**src/rtl/rc4_ksa_fsm_if.sv**
```systemverilog
`default_nettype none
// ============================================================================
//  Module   : rc4_ksa_fsm_if
//  Purpose  : Bundle of start/key inputs, S RAM bus and status outputs
//             between the RC4 key-scheduling FSM and its environment.
//  Ports (named from the key-scheduler's point of view):
//    i_start       begin scheduling (sampled only while idle)
//    i_secret_key  key, byte 0 in the most significant byte
//    i_s_q         S RAM read data
//    o_address     S RAM address
//    o_data        S RAM write data
//    o_s_wren      S RAM write enable
//    o_busy        scheduler is not idle
//    o_finish      one-cycle pulse when S RAM is fully scheduled
//  Revision : 1.0  initial release
// ============================================================================
interface rc4_ksa_fsm_if #(
  parameter int KEY_LENGTH = 3
);
  logic                    i_start;
  logic [8*KEY_LENGTH-1:0] i_secret_key;
  logic [7:0]              i_s_q;
  logic [7:0]              o_address;
  logic [7:0]              o_data;
  logic                    o_s_wren;
  logic                    o_busy;
  logic                    o_finish;

  // master: top level / RAM side; slave: the key-scheduler itself
  modport master (
    output i_start, i_secret_key, i_s_q,
    input  o_address, o_data, o_s_wren, o_busy, o_finish
  );

  modport slave (
    input  i_start, i_secret_key, i_s_q,
    output o_address, o_data, o_s_wren, o_busy, o_finish
  );
endinterface
`default_nettype wire

```
**src/rtl/rc4_ksa_fsm.sv**
```systemverilog
`default_nettype none
// ============================================================================
//  Module   : rc4_ksa_fsm
//  Purpose  : RC4 key-scheduling stage. Writes the identity permutation into
//             the 256x8 S RAM, then shuffles it with the secret key. The
//             finish pulse hands the S RAM over to the decrypt stage.
//  Ports    :
//    clk   in  single clock, all state changes on rising edge
//    rst   in  synchronous active-high reset
//    bus   slave modport of rc4_ksa_fsm_if (start, key, S RAM bus, status)
//  Revision : 1.0  initial release
// ============================================================================
module rc4_ksa_fsm #(
  parameter int KEY_LENGTH = 3
) (
  input  logic         clk,
  input  logic         rst,
  rc4_ksa_fsm_if.slave bus
);

  localparam int KIDX_W = (KEY_LENGTH > 1) ? $clog2(KEY_LENGTH) : 1;

  typedef enum logic [3:0] {
    S_IDLE      = 4'd0,
    S_INIT_WR   = 4'd1,
    S_SH_ADDR_I = 4'd2,
    S_SH_READ_I = 4'd3,
    S_SH_CALC_J = 4'd4,
    S_SH_ADDR_J = 4'd5,
    S_SH_READ_J = 4'd6,
    S_SH_WR_I   = 4'd7,
    S_SH_WR_J   = 4'd8,
    S_SH_NEXT   = 4'd9,
    S_DONE      = 4'd10
  } state_t;

  state_t                  r_state;
  logic [7:0]              r_i;
  logic [7:0]              r_j;
  logic [7:0]              r_si;
  logic [KIDX_W-1:0]       r_kidx;
  logic [8*KEY_LENGTH-1:0] r_key;

  logic [7:0]              r_address;
  logic [7:0]              r_data;
  logic                    r_s_wren;
  logic                    r_busy;
  logic                    r_finish;

  logic [7:0]              w_key_byte;
  logic [7:0]              w_j_next;

  // key byte k lives at the MSB end: key[0] is the top byte
  always_comb begin
    w_key_byte = '0;
    for (int b = 0; b < KEY_LENGTH; b++) begin
      if (r_kidx == KIDX_W'(b)) begin
        w_key_byte = r_key[8*(KEY_LENGTH-1-b) +: 8];
      end
    end
  end

  assign w_j_next = r_j + r_si + w_key_byte;

  // Outputs are registered: each transition loads the address/data/wren
  // that the *next* state presents. Anything not loaded defaults to 0.
  always_ff @(posedge clk) begin
    if (rst) begin
      r_state   <= S_IDLE;
      r_i       <= '0;
      r_j       <= '0;
      r_si      <= '0;
      r_kidx    <= '0;
      r_address <= '0;
      r_data    <= '0;
      r_s_wren  <= 1'b0;
      r_busy    <= 1'b0;
      r_finish  <= 1'b0;
    end else begin
      r_address <= '0;
      r_data    <= '0;
      r_s_wren  <= 1'b0;
      r_finish  <= 1'b0;
      r_busy    <= 1'b1;

      case (r_state)
        S_IDLE: begin
          if (bus.i_start) begin
            r_key    <= bus.i_secret_key;
            r_i      <= '0;
            r_j      <= '0;
            r_kidx   <= '0;
            r_s_wren <= 1'b1;   // first identity write: address=data=0
            r_state  <= S_INIT_WR;
          end else begin
            r_busy <= 1'b0;
          end
        end

        S_INIT_WR: begin
          r_i <= r_i + 8'd1;    // wraps to 0 after the last write
          if (r_i == 8'hFF) begin
            r_state <= S_SH_ADDR_I;
          end else begin
            r_address <= r_i + 8'd1;
            r_data    <= r_i + 8'd1;
            r_s_wren  <= 1'b1;
          end
        end

        S_SH_ADDR_I: begin
          r_address <= r_i;
          r_state   <= S_SH_READ_I;
        end

        S_SH_READ_I: begin
          r_si    <= bus.i_s_q;
          r_state <= S_SH_CALC_J;
        end

        S_SH_CALC_J: begin
          r_j       <= w_j_next;
          r_address <= w_j_next;
          r_state   <= S_SH_ADDR_J;
        end

        S_SH_ADDR_J: begin
          r_address <= r_j;
          r_state   <= S_SH_READ_J;
        end

        S_SH_READ_J: begin
          // S[j] goes straight into the data register; it is only ever
          // needed as the write data of the S[i] update.
          r_address <= r_i;
          r_data    <= bus.i_s_q;
          r_s_wren  <= 1'b1;
          r_state   <= S_SH_WR_I;
        end

        S_SH_WR_I: begin
          r_address <= r_j;
          r_data    <= r_si;
          r_s_wren  <= 1'b1;
          r_state   <= S_SH_WR_J;
        end

        S_SH_WR_J: begin
          r_state <= S_SH_NEXT;
        end

        S_SH_NEXT: begin
          r_kidx <= (r_kidx == KIDX_W'(KEY_LENGTH-1)) ? '0 : r_kidx + KIDX_W'(1);
          if (r_i == 8'hFF) begin
            r_finish <= 1'b1;
            r_state  <= S_DONE;
          end else begin
            r_i       <= r_i + 8'd1;
            r_address <= r_i + 8'd1;
            r_state   <= S_SH_ADDR_I;
          end
        end

        S_DONE: begin
          r_busy  <= 1'b0;
          r_state <= S_IDLE;
        end

        default: begin
          r_busy  <= 1'b0;
          r_state <= S_IDLE;
        end
      endcase
    end
  end

  assign bus.o_address = r_address;
  assign bus.o_data    = r_data;
  assign bus.o_s_wren  = r_s_wren;
  assign bus.o_busy    = r_busy;
  assign bus.o_finish  = r_finish;

endmodule
`default_nettype wire

```
**src/flat_wrapper.sv**
```systemverilog
// flat-port wrapper written by rule: the top's interface ports become plain ports
module rc4_ksa_fsm_flat 
#(
  parameter int KEY_LENGTH = 3
)
  (clk, rst, bus_i_start, bus_i_secret_key, bus_i_s_q, bus_o_address, bus_o_data, bus_o_s_wren, bus_o_busy, bus_o_finish);
  rc4_ksa_fsm_if #(.KEY_LENGTH(KEY_LENGTH)) bus_i ();
  input  logic clk;
  input  logic rst;
  input wire logic [$bits(bus_i.i_start)-1:0] bus_i_start;
  input wire logic [$bits(bus_i.i_secret_key)-1:0] bus_i_secret_key;
  input wire logic [$bits(bus_i.i_s_q)-1:0] bus_i_s_q;
  output wire logic [$bits(bus_i.o_address)-1:0] bus_o_address;
  output wire logic [$bits(bus_i.o_data)-1:0] bus_o_data;
  output wire logic [$bits(bus_i.o_s_wren)-1:0] bus_o_s_wren;
  output wire logic [$bits(bus_i.o_busy)-1:0] bus_o_busy;
  output wire logic [$bits(bus_i.o_finish)-1:0] bus_o_finish;
  assign bus_i.i_start = bus_i_start;
  assign bus_i.i_secret_key = bus_i_secret_key;
  assign bus_i.i_s_q = bus_i_s_q;
  assign bus_o_address = bus_i.o_address;
  assign bus_o_data = bus_i.o_data;
  assign bus_o_s_wren = bus_i.o_s_wren;
  assign bus_o_busy = bus_i.o_busy;
  assign bus_o_finish = bus_i.o_finish;
  rc4_ksa_fsm #(.KEY_LENGTH(KEY_LENGTH)) u_core (.clk(clk), .rst(rst), .bus(bus_i));
endmodule
```
**config.mk**
```make
export PLATFORM = sky130hd
export DESIGN_NAME = rc4_ksa_fsm_flat
export DESIGN_NICKNAME = d
export VERILOG_FILES = /design/src/rtl/rc4_ksa_fsm_if.sv /design/src/rtl/rc4_ksa_fsm.sv /design/src/flat_wrapper.sv
export SDC_FILE = /design/constraint.sdc
export NUM_CORES = 1
export LEC_CHECK = 0
export CAP_MARGIN = 40
export CORE_MARGIN = 5
export CORE_UTILIZATION = 40
export DETAILED_ROUTE_END_ITERATION = 8
export PLACE_DENSITY = 0.63
export SLEW_MARGIN = 20
export SYNTH_ARGS = -nofsm -noshare
export SYNTH_HDL_FRONTEND = slang
export SYNTH_SLANG_ARGS = --single-unit
```
**constraint.sdc**
```tcl
create_clock -name clk -period 6.7 [get_ports clk]
set_clock_uncertainty 0.15 [all_clocks]
set_input_delay 1.34 -clock clk [delete_from_list [all_inputs] [get_ports clk]]
set_output_delay 1.34 -clock clk [all_outputs]
set_load 0.01 [all_outputs]
```
== Yosys cells after proc, flatten, opt, wreduce, memory -nomap -nowiden ==
Index checks and enable logic that the tools add are counted.
Word-level totals
  input bits: 35
  memories kept: 0
  register bits after elaboration: 73
  bits in writable memories: 0
  logic and storage cells: 70
  latch bits: 0
  bits in read-only memories: 0
  output and inout port bits: 19
Operators by class
  add/subtract/negate cells: 4
  muxes and demuxes: 22
  div/mod/pow operators: 0
  shift operators: 0
  $lt $le $gt $ge: 0
  equal/unequal tests: 15
  bitwise gates (word level): 2
  multipliers: 0
  reductions and logical operators: 16
Operator list (number)
  8-bit 2-to-1 mux: 6
  8-bit one-hot mux with 3 select lines: 2
  4-bit one-hot mux with 10 select lines: 1
  8-bit one-hot mux with 4 select lines: 1
  8-bit adder: 2
  4-bit by 3-bit equality test with 1-bit output, second input constant: 4
  8-bit one-hot mux with 2 select lines: 1
  4-bit 2-to-1 mux: 3
  2-bit OR reduction: 5
  9-bit OR reduction: 1
  8-bit by 1-bit adder with 8-bit output, second input constant: 1
  4-bit by 2-bit equality test with 1-bit output, second input constant: 2
  4-bit equality test, second input constant: 2
  8-bit equality test, second input constant: 1
  2-bit AND reduction: 3
  3-bit AND reduction: 2
  4-bit by 1-bit equality test with 1-bit output, second input constant: 1
  4-bit zero test: 1
  2-bit 2-to-1 mux: 2
  2-bit != test, second input constant: 2
  2-bit one-hot mux with 2 select lines: 1
  2-bit nonzero test: 2
  1-bit 2-to-1 mux: 3
  1-bit one-hot mux with 3 select lines: 1
  other kinds (8): 9

== Depth between registers and ports, before layout ==
Gate-level depths: netlist of run 1.
  word-level depth: 6
  mapped depth: 14

== Worst setup path before layout of run 1 ==
OpenSTA, ideal clock, no wires.
  path type: input to register
  from: input rst
  to: register u_core.r_key[0], enable pin
  data arrival time: 2.774 ns
  setup time: 0.405 ns
  path buffers: 2
  required time: 6.145 ns
  slack: 3.371 ns
  stages on the path: 3
  cells stage by stage: clkbuf_1 -> clkbuf_1 -> nor2_1
Between the ends
  word-level cells in the longest chain between the ends: 2
Ends and longest elaborated chain
  start, declared: RTL line flat_wrapper.sv:9  | input logic rst;
  1-bit NOT (no source line)
  3-bit AND reduction (no source line)
  end signal, assigned: RTL line rc4_ksa_fsm.sv:89  | r_key <= bus.i_secret_key;
  end, declared: RTL line rc4_ksa_fsm.sv:42  | logic [8*KEY_LENGTH-1:0] r_key;
No other way between the ends.
A chain may end at the register's enable or synchronous reset.

== Worst setup path in the final report of run 1 ==
  from: register u_core.r_kidx[1]
  to: register u_core.r_address[7], in the netlist u_core.bus.o_address[7]
Between the ends
  word-level cells in the longest chain between the ends: 6
Ends and longest elaborated chain
  start, declared: RTL line rc4_ksa_fsm.sv:41  | logic [KIDX_W-1:0] r_kidx;
  start signal, assigned: RTL line rc4_ksa_fsm.sv:153  | r_kidx <= (r_kidx == KIDX_W'(KEY_LENGTH-1)) ? '0 : r_kidx + KIDX_W'(1);
  2-bit zero test: RTL line rc4_ksa_fsm.sv:57  | if (r_kidx == KIDX_W'(b)) begin
  8-bit 2-to-1 mux (2 in a row): RTL line rc4_ksa_fsm.sv:57
  8-bit 2-to-1 mux (*): RTL line rc4_ksa_fsm.sv:57
  8-bit adder (*): RTL line rc4_ksa_fsm.sv:63  | assign w_j_next = r_j + r_si + w_key_byte;
  8-bit one-hot mux with 4 select lines (*): RTL line rc4_ksa_fsm.sv:86  | case (r_state)
  end signal, assigned: RTL line rc4_ksa_fsm.sv:105  | r_address <= r_i + 8'd1;
  end signal, assigned: RTL line rc4_ksa_fsm.sv:112  | r_address <= r_i;
  end signal, assigned: RTL line rc4_ksa_fsm.sv:123  | r_address <= w_j_next;
  end, declared: RTL line rc4_ksa_fsm.sv:44  | logic [7:0] r_address;
Every way passes the cells marked *; elsewhere a longest branch is shown, timed or not.

==> impl_metrics.tcl, run 1 <==
set metrics [dict create \
    antennaDiodeCount 0 \
    grt_max_degree 40 \
    syn_area_sq_um 3720 \
    hold_buffers 0 \
    ys_async_sr_fraction 0 \
    dieWidth_um 106 \
    place_area_sq_um 4300 \
    synth_edf_count 24 \
    fmax_mhz 290 \
    startpoint_type "flop" \
    cts_tree "done" \
    ys_seq_area_frac 0.458 \
    critPathArrivalTime_ns 3.58 \
    cp_max_fo 12 \
    hold_depth 2 \
    drive_gt1_frac 0.0849 \
    mostFrequentLayoutCell "clkdlybuf4s50_1" \
    ys_types 57 \
    vias 2756 \
    nNetsFinal 470 \
    fin_tns_setup_ns 0 \
    synth.avg_cell_area_sq_um 10.0 \
    routed_via_density 5.15 \
    remaining_drc_errors 0 \
    cts_setup_buffers 0 \
    fill_cells 861 \
    seqCellArea_sq_um 1700 \
    grt_overflow 0 \
    syn_to_final_growth_pct 20.7 \
    initial_core_util 0.406 \
    ant_nets 0 \
    wire_per_inst_um 15.2 \
    first_pass_iters 4 \
    final_area_sq_um 4490 \
    grt_pass1_wl_um 13400 \
    wl_met1_um 3720 \
    fp.dieArea_sq_um 11300 \
    h-tree-depth 3 \
    fin_util 0.490 \
    cp_cell_sequence "nor2b_1 -> nand2_1 -> o21ai_0 -> fa_1 -> ha_1 -> inv_1 -> fa_1 -> nor2b_1 -> o31a_1 -> o22a_1 -> or4_1 -> o211ai_1" \
    synth_cells 372 \
    vdd_drop_max_v 0.000103 \
    multiInputGateArea_sq_um 1800 \
    slew_viol_final 0 \
    boundaryPins 54 \
    cts.clk_slew.worst_paths_ns 0.07 \
    ctsLongestPathBuffers 2 \
    num_rows 35 \
    required_ns 6.83 \
    pre_cts_ws_ns 3.22 \
    yosys_warnings 0 \
    top_layer "met4" \
    worst_slew_pin_slew_ns 0.773 \
    slew_headroom 0.484 \
    dp_hpwl_um 6120 \
    rsz0062_at_grt "no" \
    clock-root-buffer "clkbuf_8" \
    clk_latency_ns 0.35 \
    drv_cap 0 \
    status "finished, final reports clean" \
    grtUsageTotal 0.150 \
    final_cell_mix "clkdlybuf4s50_1 (53), nor2_1 (50), dfxtp_1 (49)" \
    finalHoldViolCount 0 \
    wl_met2_um 3890 \
    hold_path.class "flop to flop" \
    cts_buffers 9 \
    setup_viol 0 \
    period_needed_ns 3.45 \
    grt_pass1_vias 2757 \
    place.gp.congestion 0.854 \
    critical_path_class "flop to flop" \
    coreArea_sq_um 9150 \
    portBuffers 53 \
    ys_seq_elements 73 \
    drt-total-wl_um 8140 \
    totalPowerFinal_mw 0.985 \
    post_cts.resized_instances 0 \
    syn-num-nets 422 \
    crit_path_top_delay_cell "dfxtp_1" \
    antenna_found_initial 0 \
    worst_path_largest_cell_delay_ns 0.54 \
    leakagePower_nw 1.59 \
    chipHeight_um 106 \
    power.density_nw_per_um2 220 \
    crit_path_end_kind "flop" \
    drt-initial-drc-count 140 \
    reg2regPathDepth 12 \
    clock-sinks 73 \
    min_period_over_period 0.515 \
    ys.flop_type "dfxtp_1" \
    dr_wl_met3_um 408 \
    setup_ws_ns 3.25 \
]
==> routing by layer <==
layer,track usage,vias up
met5,0,-
met4,0.0530,0
met3,0.0455,10
met2,0.242,71
met1,0.190,1279
li1,-,1396
==> worst paths after layout <==
path                        endpoint  slack (ns)        startpoint
max          u_core.bus.o_address[7]        3.25  u_core.r_kidx[1]
min                    u_core.r_j[4]        0.34     u_core.r_j[4]
max reg2reg  u_core.bus.o_address[7]        3.25  u_core.r_kidx[1]
min reg2reg            u_core.r_j[4]        0.34     u_core.r_j[4]
==> worst max-delay path: cells and delay by family (launching register included) <==
kind | cells | cell delay, ns
simple gates | 4 | 1.06
fa+ha+maj | 3 | 0.89
compound gates | 4 | 0.65
flops | 1 | 0.54
buf+inv | 1 | 0.07
==> per-stage QoR <==
| stage | cells | hold WS, ns |
|---|---|---|
| 4_1_cts | 535 | 0.336 |
| 3_5_place_dp | 520 | 0.322 |
| 5_1_grt | 535 | 0.351 |
| 3_3_place_gp | 518 | 0.315 |
| 6_report | 535 | 0.341 |
| 2_1_floorplan | 372 | 0.299 |
==> registers in the layout, summed over array words and instances (netlist names), 2 cells and up <==
| signal | count |
|---|---|
| u_core.bus.o_address | 8 |
| u_core.bus.o_data | 8 |
| u_core.r_i | 8 |
| u_core.r_j | 8 |
| u_core.r_key | 24 |
| u_core.r_kidx | 2 |
| u_core.r_si | 8 |
| u_core.r_state | 4 |
==> power breakdown <==
part	internal [mW]	switching [mW]	leakage [nW]	total (mW)
Sequential	0.478	0.0164	0.618	0.495
Combinational	0.0734	0.0873	0.876	0.161
Clock	0.174	0.156	0.100	0.330
Total	0.726	0.259	1.59	0.985
==> cell type report <==
type	instances	share of cell area
Tap cell	111	0.0310
Timing Repair Buffer	56	0.126
Inverter	25	0.0209
Clock inverter	2	0.00223
Multi-Input combinational cell	255	0.401
Clock buffer	13	0.0402
Sequential cell	73	0.379
==> synth_stat cells, types with 3 or more instances <==
library cell | instances | share of area
ha_1 | 7 | 0.024
clkbuf_8 | 3 | 0.011
xor2_1 | 5 | 0.012
nand2b_1 | 5 | 0.0084
o22a_1 | 4 | 0.0094
clkbuf_1 | 5 | 0.0050
fa_1 | 8 | 0.043
a31oi_1 | 4 | 0.0067
nand3b_1 | 4 | 0.0081
a211oi_1 | 3 | 0.0061
a21oi_1 | 37 | 0.050
mux2i_1 | 28 | 0.075
and2_1 | 5 | 0.0084
dfxtp_1 | 49 | 0.26
nor3b_1 | 3 | 0.0061
a22oi_1 | 5 | 0.010
nor3_1 | 5 | 0.0067
nor2_1 | 51 | 0.051
o21ai_0 | 8 | 0.011
inv_1 | 25 | 0.025
nand2_1 | 15 | 0.015
edfxtp_1 | 24 | 0.19
nand3_1 | 9 | 0.012
buf_2 | 6 | 0.0081
nor2b_1 | 4 | 0.0067
xnor2_1 | 6 | 0.014
and2b_2 | 4 | 0.0094
==> logic make-up after synthesis <==
group,after synthesis,synth area share
xor+xnor,11,0.0259
fa+ha+maj,15,0.0666
mux,28,0.0754
compound gates,82,0.151
simple gates,119,0.164
flops,73,0.458
buf+inv,44,0.0596
Power figures use the tool's default switching activity.
==> run 2: changes to the inputs <==
Clock period 6.7 ns to 3.49 ns, I/O delays scaled along.
==> run 2 against run 1 <==
Clock-buffer cell count shrank 3. Clock power grew 85%. Largest cell class unchanged. Sequential cell count is the same. Combinational power grew 89%.
==> impl_metrics.tcl, run 2 (same netlist as run 1, synthesis figures left out) <==
set metrics [dict create \
    status "finished, final reports clean" \
    cts.clk_slew.worst_paths_ns 0.08 \
    cp_max_fo 6 \
    period_needed_ns 3.12 \
    cts_buffers 9 \
    cp.buffers_inverters 1 \
    remaining_drc_errors 0 \
    dp_hpwl_um 6440 \
    fmax_mhz 320 \
    wl_met1_um 3730 \
    required_ns 3.61 \
    critical_path_class "flop to flop" \
    drt-total-wl_um 8440 \
    fp.dieArea_sq_um 11300 \
    vias 2799 \
    wire_per_inst_um 15.6 \
    ctsLongestPathBuffers 2 \
    power.density_nw_per_um2 415 \
    critPathArrivalTime_ns 3.24 \
    place.gp.congestion 0.840 \
    fill_cells 871 \
    top_layer "met4" \
    grtUsageTotal 0.154 \
    dieWidth_um 106 \
    first_pass_iters 4 \
    mostFrequentLayoutCell "clkdlybuf4s50_1" \
    slew_viol_final 0 \
    coreArea_sq_um 9150 \
    h-tree-depth 3 \
    slew_headroom 0.483 \
    chipHeight_um 106 \
    routed_via_density 5.17 \
    startpoint_type "flop" \
    hold_path.class "flop to flop" \
    drive_gt1_frac 0.100 \
    vdd_drop_max_v 0.000203 \
    wl_met2_um 4130 \
    cts_tree "done" \
    ant_nets 0 \
    nNetsFinal 475 \
    post_cts.resized_instances 0 \
    crit_path_end_kind "flop" \
    syn_to_final_growth_pct 21.0 \
    boundaryPins 54 \
    fin_tns_setup_ns 0 \
    finalHoldViolCount 0 \
    clock-sinks 73 \
    clock-root-buffer "clkbuf_8" \
    cp_cell_sequence "nor2b_1 -> nand2_1 -> o21ai_0 -> fa_1 -> ha_1 -> inv_1 -> fa_1 -> nor2b_1 -> o31a_1 -> o22a_1 -> or4_1 -> o211ai_1" \
    clk_latency_ns 0.35 \
    largest_reg_flops 24 \
    final_area_sq_um 4500 \
    setup_ws_ns 0.368 \
    dr_wl_met3_um 434 \
    worst_slew_pin_slew_ns 0.774 \
    grt_max_degree 25 \
    num_rows 35 \
    top_register "u_core.r_key" \
    pre_cts_ws_ns 0.362 \
    worst_path_largest_cell_delay_ns 0.46 \
    totalPowerFinal_mw 1.87 \
    cts_setup_buffers 0 \
    min_period_over_period 0.895 \
    hold_buffers 0 \
    place_area_sq_um 4320 \
    antenna_found_initial 0 \
    portBuffers 53 \
    crit_family "adder cells" \
    leakagePower_nw 1.61 \
    grt_pass1_wl_um 13700 \
    grt_overflow 0 \
    final_cell_mix "clkdlybuf4s50_1 (53), nor2_1 (50), dfxtp_1 (49)" \
    rsz0062_at_grt "no" \
    setup_viol 0 \
    antennaDiodeCount 0 \
    drv_cap 0 \
    crit_path_top_delay_cell "fa_1" \
    initial_core_util 0.406 \
    fin_util 0.492 \
    grt_pass1_vias 2768 \
    drt-initial-drc-count 152 \
]
[run 2: layer usage]
metal | global-route usage | vias to the layer above
li1 | - | 1405
met1 | 0.205 | 1303
met2 | 0.252 | 78
met3 | 0.0322 | 13
met4 | 0.0502 | 0
met5 | 0 | -
[run 2: worst paths after layout]
| check | depth (start not counted) | to | from | slack (ns) |
|---|---|---|---|---|
| setup / recovery | 12 | u_core.bus.o_address[7] | u_core.r_kidx[0] | 0.37 |
| hold / removal | 2 | u_core.r_j[3] | u_core.r_j[3] | 0.33 |
| setup reg to reg | 12 | u_core.bus.o_address[7] | u_core.r_kidx[0] | 0.37 |
| hold reg to reg | 2 | u_core.r_j[3] | u_core.r_j[3] | 0.33 |
[run 2: tightest hold or removal path: cells and delay by family (launching register included)]
kind | cells | cell delay, ns
compound gates | 1 | 0.05
simple gates | 1 | 0.06
flops | 1 | 0.33
[run 2: report_power, final]
| group | total [mW] | internal (mW) | switching (mW) |
|---|---|---|---|
| registers | 0.952 | 0.918 | 0.0348 |
| logic | 0.304 | 0.139 | 0.165 |
| clock network | 0.610 | 0.278 | 0.332 |
| total | 1.87 | 1.33 | 0.531 |
[run 2: area by class of cell]
cell class | count | area, sq um | share of cell area
multi-input cells | 255 | 1800 | 0.399
well taps | 111 | 139 | 0.0309
repair buffers | 61 | 591 | 0.131
inverters | 25 | 93.8 | 0.0209
flip-flops and latches | 73 | 1700 | 0.378
clock inverters | 6 | 40.0 | 0.00890
clock buffers | 10 | 138 | 0.0306
[run 2: stage by stage]
stage	hold WS, ns	cells
floorplan	0.299	372
global route	0.363	541
finish	0.333	541
detailed placement	0.326	525
CTS	0.339	541
global placement	0.309	525
==> run 3: changes to the inputs <==
--- a/config.mk
+++ b/config.mk
@@ -10,2 +10,3 @@
 export CORE_UTILIZATION = 40
+export CTS_CLUSTER_DIAMETER = 50
 export DETAILED_ROUTE_END_ITERATION = 8
==> constraint.sdc (replaced) <==
create_clock -name clk -period 3.49 [get_ports clk]
set_clock_uncertainty 0.15 [all_clocks]
set_input_delay 0.349 -clock clk [delete_from_list [all_inputs] [get_ports clk]]
set_output_delay 0.349 -clock clk [all_outputs]
set_load 0.01 [all_outputs]
==> run 3 against run 2 <==
Wire length fell by 0.75%. Final area down 0.44%. Non-clock buffer count fell by 1. Critical path depth stayed put. Register-to-register slack worse by 0.05 ns. Power down 1.6%. Die area unchanged. Critical path type unchanged. Largest power group unchanged.
==> impl_metrics.tcl, run 3 (same netlist as run 1, synthesis figures left out) <==
set metrics [dict create \
    power.density_nw_per_um2 410 \
    slew_viol_final 0 \
    initial_core_util 0.406 \
    fill_cells 864 \
    min_period_over_period 0.908 \
    num_rows 35 \
    required_ns 3.61 \
    dieWidth_um 106 \
    clk_latency_ns 0.34 \
    hold_path.class "flop to flop" \
    fmax_mhz 316 \
    largest_reg_flops 24 \
    setup_viol 0 \
    finalHoldViolCount 0 \
    final_cell_mix "clkdlybuf4s50_1 (53), nor2_1 (50), dfxtp_1 (49)" \
    reg2reg_from "u_core.r_kidx[0]" \
    grt_pass1_vias 2766 \
    hold_path_startpoint "u_core.r_j[3]" \
    crit_path_start "u_core.r_kidx[0]" \
    clock-root-buffer "clkbuf_8" \
    h-tree-depth 3 \
    cts_tree "done" \
    drive_gt1_frac 0.0932 \
    vias 2771 \
    routed_via_density 5.13 \
    grt_pass1_wl_um 13600 \
    period_needed_ns 3.17 \
    ant_nets 0 \
    cp_cell_sequence "nor2b_1 -> nand2_1 -> o21ai_0 -> fa_1 -> ha_1 -> inv_1 -> fa_1 -> nor2b_1 -> o31a_1 -> o22a_1 -> or4_1 -> o211ai_1" \
    crit_family "simple AND/OR/NAND/NOR gates" \
    cp.buffers_inverters 1 \
    rsz0062_at_grt "no" \
    totalPowerFinal_mw 1.84 \
    antennaDiodeCount 0 \
    critical_path_class "flop to flop" \
    cts.clk_slew.worst_paths_ns 0.08 \
    drt-initial-drc-count 127 \
    hold_buffers 0 \
    worst_slew_pin_slew_ns 0.838 \
    post_cts.resized_instances 0 \
    fin_tns_setup_ns 0 \
    drv_cap 0 \
    cts_buffers 9 \
    grtUsageTotal 0.153 \
    drt-total-wl_um 8370 \
    top_register "u_core.r_key" \
    wire_per_inst_um 15.5 \
    crit_path_end_kind "flop" \
    cp_max_fo 6 \
    slew_headroom 0.440 \
    nNetsFinal 474 \
    chipHeight_um 106 \
    grt_overflow 0 \
    seqCellArea_sq_um 1700 \
    crit_path_top_delay_cell "fa_1" \
    multiInputGateArea_sq_um 1800 \
    dp_hpwl_um 6350 \
    ctsLongestPathBuffers 2 \
    timing.hold.ws_ns 0.325 \
    antenna_found_initial 0 \
    clock-sinks 73 \
    fp.dieArea_sq_um 11300 \
    coreArea_sq_um 9150 \
    leakagePower_nw 1.60 \
    startpoint_type "flop" \
    syn_to_final_growth_pct 20.5 \
    boundaryPins 54 \
    remaining_drc_errors 0 \
    status "finished, final reports clean" \
    worst_path_largest_cell_delay_ns 0.45 \
    first_pass_iters 4 \
    cts_setup_buffers 0 \
    rrSetupSlack_ns 0.32 \
    vdd_drop_max_v 0.000248 \
    mostFrequentLayoutCell "clkdlybuf4s50_1" \
    portBuffers 53 \
    critPathArrivalTime_ns 3.29 \
    place.gp.congestion 0.810 \
    grt_max_degree 25 \
]
-- run 3: cell types whose count changed in the layout (fill, tap and decap cells not counted), sizes merged --
cell	previous run	this run
buf	8	7
clkbuf	10	12
clkinv	2	4
clkinvlp	2	0
inv	27	25
-- run 3: metal layers --
metal | vias to the layer above | global-route usage | wire length (um)
met1 | 1292 | 0.194 | 3780
met2 | 64 | 0.256 | 4110
li1 | 1406 | - | -
met4 | 0 | 0.0493 | 124
met5 | - | 0 | 0
met3 | 9 | 0.0370 | 361
-- run 3: cell type report --
cell class,count,area share
Tap cell,111,0.0310
Inverter,25,0.0209
Timing Repair Buffer,60,0.130
Clock inverter,4,0.00447
Multi-Input combinational cell,255,0.401
Sequential cell,73,0.380
Clock buffer,12,0.0324
-- run 3: tightest hold or removal path: stages (launching register included) --
cell     delay, ns
dfxtp_1       0.32
nand2_1       0.05
a21oi_1       0.05
-- run 3: path summary, 6_finish.rpt --
| path | to | depth (start not counted) |
|---|---|---|
| max reg2reg | u_core.bus.o_address[7] | 12 |
| min | u_core.r_j[3] | 2 |
| min reg2reg | u_core.r_j[3] | 2 |
| max | u_core.bus.o_address[7] | 12 |
-- run 3: report_power, final --
group	internal, mW	switching [mW]
logic	0.138	0.166
registers	0.918	0.0338
clock network	0.273	0.307
-- run 3: through the flow --
stage	area (sq um)	setup slack, ns	util	instances
after CTS	4480	0.309	0.490	540
after global routing	4480	0.0877	0.490	540
after floorplan	3720	0.309	-	372
final	4480	0.321	0.490	540
after global placement	4320	0.429	0.471	524
after detailed placement	4320	0.341	0.471	524
